<file path="src/rtl/slot_alloc_mgr.sv">
// slot_alloc_mgr: buffer-slot occupancy owner with lowest-free allocation and indexed release.
// Optional SLOT_DBL_FREE_CHK_EN flags releases of free or out-of-range slots on rel_err.
module slot_alloc_mgr #(
  parameter int NUM_SLOTS = 8,
  parameter int IDX_W     = 4
) (
  input  logic                 clk,
  input  logic                 rst_n,
  input  logic                 alloc_req,
  output logic                 alloc_gnt,
  output logic [IDX_W-1:0]     alloc_idx,
  output logic                 alloc_fail,
  input  logic                 rel_valid,
  input  logic [IDX_W-1:0]     rel_idx,
  output logic                 rel_err,
  output logic [NUM_SLOTS-1:0] occ,
  output logic [IDX_W-1:0]     free_cnt,
  output logic                 full,
  output logic                 empty
);
  localparam logic [IDX_W-1:0] NONE = IDX_W'(NUM_SLOTS);
  logic [NUM_SLOTS-1:0] occ_q, occ_d, set_oh, clr_oh;
  logic [IDX_W-1:0]     free_q, free_d, idx_q, idx_d, first_free;
  logic                 gnt_q, gnt_d, fail_q, fail_d, found, eff_alloc, eff_rel;
  always_comb begin
    first_free = NONE;
    found      = 1'b0;
    for (int i = NUM_SLOTS - 1; i >= 0; i--)
      if (!occ_q[i]) begin
        first_free = IDX_W'(i);
        found      = 1'b1;
      end
  end
  // Shifting past the vector width yields zero, so out-of-range indices clear nothing.
  assign clr_oh    = rel_valid ? (NUM_SLOTS'(1) << rel_idx) & occ_q : '0;
  assign eff_rel   = |clr_oh;
  assign eff_alloc = alloc_req & found;
  assign set_oh    = eff_alloc ? NUM_SLOTS'(1) << first_free : '0;
  assign occ_d     = (occ_q | set_oh) & ~clr_oh;
  assign free_d    = free_q + IDX_W'(eff_rel) - IDX_W'(eff_alloc);
  assign gnt_d     = eff_alloc;
  assign idx_d     = eff_alloc ? first_free : NONE;
  assign fail_d    = alloc_req & ~found;
  always_ff @(posedge clk or negedge rst_n) begin
    if (!rst_n) begin
      occ_q  <= '0;
      free_q <= NONE;
      gnt_q  <= 1'b0;
      idx_q  <= NONE;
      fail_q <= 1'b0;
    end else begin
      occ_q  <= occ_d;
      free_q <= free_d;
      gnt_q  <= gnt_d;
      idx_q  <= idx_d;
      fail_q <= fail_d;
    end
  end
`ifdef SLOT_DBL_FREE_CHK_EN
  logic err_q;
  always_ff @(posedge clk or negedge rst_n) begin
    if (!rst_n) err_q <= 1'b0;
    else        err_q <= rel_valid & ~eff_rel;
  end
  assign rel_err = err_q;
`else
  assign rel_err = 1'b0;
`endif
  assign occ        = occ_q;
  assign free_cnt   = free_q;
  assign alloc_gnt  = gnt_q;
  assign alloc_idx  = idx_q;
  assign alloc_fail = fail_q;
  assign full       = free_q == '0;
  assign empty      = free_q == NONE;
endmodule

</file>
<file path="config.mk">
export PLATFORM = sky130hd
export DESIGN_NAME = slot_alloc_mgr
export DESIGN_NICKNAME = d
export VERILOG_FILES = /design/src/rtl/slot_alloc_mgr.sv
export SDC_FILE = /design/constraint.sdc
export NUM_CORES = 1
export LEC_CHECK = 0
export ABC_CLOCK_PERIOD_IN_PS = 2100
export CELL_PAD_IN_SITES_DETAIL_PLACEMENT = 2
export CELL_PAD_IN_SITES_GLOBAL_PLACEMENT = 2
export CORE_ASPECT_RATIO = 0.8
export CORE_MARGIN = 8
export CORE_UTILIZATION = 25
export CTS_CLUSTER_SIZE = 12
export DETAILED_ROUTE_END_ITERATION = 6
export GPL_ROUTABILITY_DRIVEN = 0
export PLACE_DENSITY = 0.75
export SYNTH_ARGS = -nofsm -noshare
export SYNTH_HDL_FRONTEND = slang
export SYNTH_SLANG_ARGS = --single-unit
</file>
<file path="constraint.sdc">
create_clock -name clk -period 2.1 [get_ports clk]
set_input_delay 0.21 -clock clk [delete_from_list [all_inputs] [get_ports clk]]
set_output_delay 0.21 -clock clk [all_outputs]
set_load 0.1 [all_outputs]
</file>
# After elaboration in Yosys (flattened, before gate mapping)
# Index checks and enable logic that the tools add are counted.
[totals] romBits=0 in_bits=8 regBits=18 elab_cells=38 mem_bits_rw=0 output_inout_bits=21 latch_bits=0 n_memories=0
[op_classes] shifts=2 addsub=2 n_mul=0 reduce_logical=2 bitwise_logic=7 n_eq_ne=1 div_mod_pow=0 magnitude_cmp=0 mux=19
[op_table] operator="2-to-1 mux 4 bit" n=9
[op_table] operator="bitwise AND 8 bit" n=2
[op_table] operator="2-to-1 mux 8 bit" n=2
[op_table] operator="<< shifter 1 x 4 -> 8 bit, first input constant" n=2
[op_table] operator="2-to-1 mux 1 bit" n=8
[op_table] operator="NOT 8 bit" n=1
[op_table] operator="OR 8 bit" n=1
[op_table] operator="OR reduction 8 bit" n=1
[op_table] operator="adder 4 x 1 -> 4 bit" n=1
[op_table] operator="equality test 4 bit, second input constant" n=1
[op_table] operator="zero test 4 bit" n=1
[op_table] operator="subtractor 4 x 1 -> 4 bit" n=1
[op_table] operator="bitwise AND 1 bit" n=2
[op_table] operator="NOT 1 bit" n=1

# Logic depth before layout (Yosys ltp)
[logic_depth] word_depth=12 ltp_mapped=10 depth_no_buf=9

# Worst setup path after synthesis
# No wires, ideal clock.
[synth_path] kind="register -> output" startpoint="register free_q[2] (netlist: free_cnt[2])" endpoint="output port full" stages_incl_launch_ff=4 t_required_ns=1.890 setup_slack_ns=-1.409 n_path_buf=0 arrival_ns=3.299 cell_sequence="dfrtp_1 -> inv_1 -> ha_1 -> nor3b_1"
[synth_via] elab_chain_len=1
[synth_rtl] item="start: declaration" line_no="23" source="logic [IDX_W-1:0] free_q, free_d, idx_q, idx_d, first_free;"
[synth_rtl] item="start signal: assignment" line_no="53" source="free_q <= free_d;"
[synth_rtl] item="zero test 4 bit" line_no="74" source="assign full = free_q == '0;"
[synth_rtl] item="end: declaration" line_no="18" source="output logic full,"
# No other way between the ends.

# Final worst setup path
[layout_path] startpoint="register occ_q[6] (netlist: occ[6])" endpoint="register free_q[1] (netlist: free_cnt[1])"
[layout_via] elab_chain_len=9 elab_cells_between_ends=13 cone_classes="2 x add/sub; 8 x mux; 2 x bitwise; 1 x reduce/logical"
[layout_rtl] item="start: declaration" line_no="22" source="logic [NUM_SLOTS-1:0] occ_q, occ_d, set_oh, clr_oh;"
[layout_rtl] item="start signal: assignment" line_no="46" source="occ_q <= '0;"
[layout_rtl] item="start signal: assignment" line_no="52" source="occ_q <= occ_d;"
[layout_rtl] item="2-to-1 mux 1 bit (7 in a row)" line_no="29" source="if (!occ_q[i]) begin"
[layout_rtl] item="bitwise AND 1 bit" line_no="37" source="assign eff_alloc = alloc_req & found;"
[layout_rtl] item="subtractor 4 x 1 -> 4 bit (*)" line_no="40" source="assign free_d = free_q + IDX_W'(eff_rel) - IDX_W'(eff_alloc);"
[layout_rtl] item="named net free_d[1]" line_no="23"
# Mark *: on every way through the listed nets, which the timed path passes. The rest lies on a longest branch.

==> results.md <==
* Seq/Total Area, Yosys at ~46%
* Layout area overhead at 61.0%
* Register bit total from synthesis at 18
* Post-layout nets at approximately 160
* Syn. warnings at 0
* Initial Util at roughly 26%
* Post-synth EDFFs at 0
* Crit Path Max Fanout at 4
* Clock slew at reported path FFs at approximately 0.070 ns
* Synthesized Nets at 110
* # diodes at 0
* Clock Skew at 0.00293 ns
* Vias in the first global route at 1,096
* Routed len/inst at 15.8 microns
* Final setup fails at 3
* Via density at between 4 and 5
* Max Fclk at approximately 0.44 GHz
* Largest area contributor in the netlist: dfrtp_1
* Gr ovfl total at 0
* Slew Limit Fails at 0
* Rows at 20
* Pre-antenna DRT Iters at 4
* Num CTS Buffers at 3
* Slew Limit Headroom at between 60% and 70%
* Worst EP arrival at 2.44 ns
* Critical path endpoint category: flop
* Share of layout cells above drive strength 1 at around 50%
* Cell area after synthesis at about 980 sq um
* Root Buffer: clkbuf_8
* TritonCTS clock tree: built
* DRT iter0 DRCs at 9
* Status: finished with violations
* Post-synth top area share at between 40 and 50%
* Mapped Cells at 95
* RSZ-0062 raised after global routing: yes
* Slew at the pin with the worst max-slew slack at a little over 0.5 ns
* Post-synth ARST share at 100%
* Antenna Nets Post-Route at 0
* Tcrit/Tclk final at 109%
* Via Count at approximately 900
* IO Pins at 29
* Die W at approximately 86 microns
* Routed WL at roughly 3200 microns
* Final hold vios at 0
* First-pass GRT wire length at 5460 microns
* Antenna violations before repair at 0
* Hold Crit Class: input pin to async pin
* Startpoint Class: flop
* DP HPWL at 2620 microns
* Main flop type after synthesis: dfrtp_1
* CTS Sinks at 18
* Final critical-path setup slack at -0.193 ns
* Max clock buf depth at 2
* Ranking of synthesized cells by area: dfrtp_1, ha_1, dfstp_2, o21ai_0, o31ai_1
* Core area at 3780 sq um
* Htree depth at 1
* Worst path required time at around 2.3 ns
* GRT Resource Usage Total at about 11%
* Count leader, synth: dfrtp_1
* Syn_area_per_cell at ~10 sq um
* Full die area at between 6000 and 7000 sq um
* Number of buffers added on ports at 27
* Largest net degree at the start of global routing at 19
* Worst setup path category: flop to flop
* Pre-CTS WS at -0.608 ns
* Failing checks: setup timing
* Synth top cells by count: dfrtp_1, o21ai_0, inv_1
* Final min period at around 2.3 ns
* Height of the chip at just over 70 microns
* Unique masters post-synth at 36
* Clock Latency Late Sink at ~0.25 ns
* Residual DRC count at 0
* MaxCap Viol Count at 0
## area by class of cell
| type | instances | area (sq um) |
|---|---|---|
| clock buffer | 4 | 45.0 |
| fill | 400 | 2210 |
| sequential | 18 | 483 |
| inverter | 9 | 33.8 |
| multi-input combinational | 65 | 518 |
| tap | 55 | 68.8 |
| timing repair buffer | 51 | 423 |
## critical path: stages (launching register included)
cell and delay, ns:
dfrtp_4 0.49, mux2_4 0.28, a22oi_2 0.16, o221a_1 0.23
ha_1 0.23, inv_1 0.06, ha_2 0.17, inv_2 0.04
fa_2 0.50, inv_1 0.04
## routing by layer
layer  global-route usage [%]  routed length (microns)
met1                     11.9                     1340
met2                     20.9                     1640
met4                    0.581                        6
met5                        0                        0
met3                     4.23                      191
## sequential cells by signal, indices dropped and copies added (netlist names)
| name | cells |
|---|---|
| alloc_fail | 1 |
| alloc_gnt | 1 |
| alloc_idx | 4 |
| free_cnt | 4 |
| occ | 8 |
## path summary, 6_finish.rpt
| kind | from | endpoint | slack (ns) | cells past startpoint |
|---|---|---|---|---|
| max | occ[6] | free_cnt[1] | -0.19 | 9 |
| min | rst_n | occ[6] | 0.30 | 2 |
| max reg2reg | occ[6] | free_cnt[1] | -0.19 | 9 |
| min reg2reg | occ[1] | alloc_idx[0] | 0.62 | 2 |
| max in group asynchronous | rst_n | alloc_idx[3] | 1.53 | 2 |
| min in group clk | rel_idx[0] | occ[7] | 0.56 | 4 |
## logic make-up after synthesis
group,after synthesis,synth area share (%)
AOI/OAI and AO/OA,24,15.5
adders and majority gates,7,9.74
xor gates and xnor gates,2,1.80
DFF,18,46.4
and+or+nand+nor,28,16.5
muxes,3,3.85
buffers and inverters,12,5.77
other,1,0.384
## through the flow
step           hold slack (ns)  area [sq um]  cells  utilization (%)  setup TNS [ns]
3_3_place_gp             0.569          1480    195             39.1           -1.44
2_1_floorplan          -0.0856          1030     95                -          -0.703
3_5_place_dp             0.574          1480    195             39.1           -1.78
5_1_grt                  0.326          1570    202             41.6          -0.778
4_1_cts                  0.303          1560    202             41.4          -0.527
6_report                 0.299          1570    202             41.6          -0.476
## layout by cell type (no fill, tap or decap), drive strengths merged
master	netlist	routed
buf	2	44
dfrtp	16	16
o21ai	10	10
nand2	9	9
inv	9	9
ha	6	6
clkdlybuf4s50	0	5
o31ai	5	5
clkbuf	1	4
nor2b	3	3
mux2	3	3
nand3	3	3
a21oi	3	3
nand2b	2	2
nor2	2	2
nor3b	2	2
dlygate4sd2	0	2
a22oi	2	2
or3b	2	2
dfstp	2	2
nand3b	1	1
nor4b	1	1
o221a	1	1
nand4	1	1
xnor2	1	1
and3	1	1
a31oi	1	1
o221ai	1	1
nor3	1	1
a21o	1	1
xor2	1	1
fa	1	1
conb	1	1
## what timing repair did
item / CTS / global route
pin swaps: 2 / 3
setup endpoints to repair: 3 / 3
hold endpoints to repair: 0 / 0
gates resized for setup: 7 / 3
hold buffers: 0 / 0
setup buffers: 3 / 0
Power is left out: the tool's default activity adds up to more than one toggle a clock period on the data nets, which glitch-free logic cannot reach.
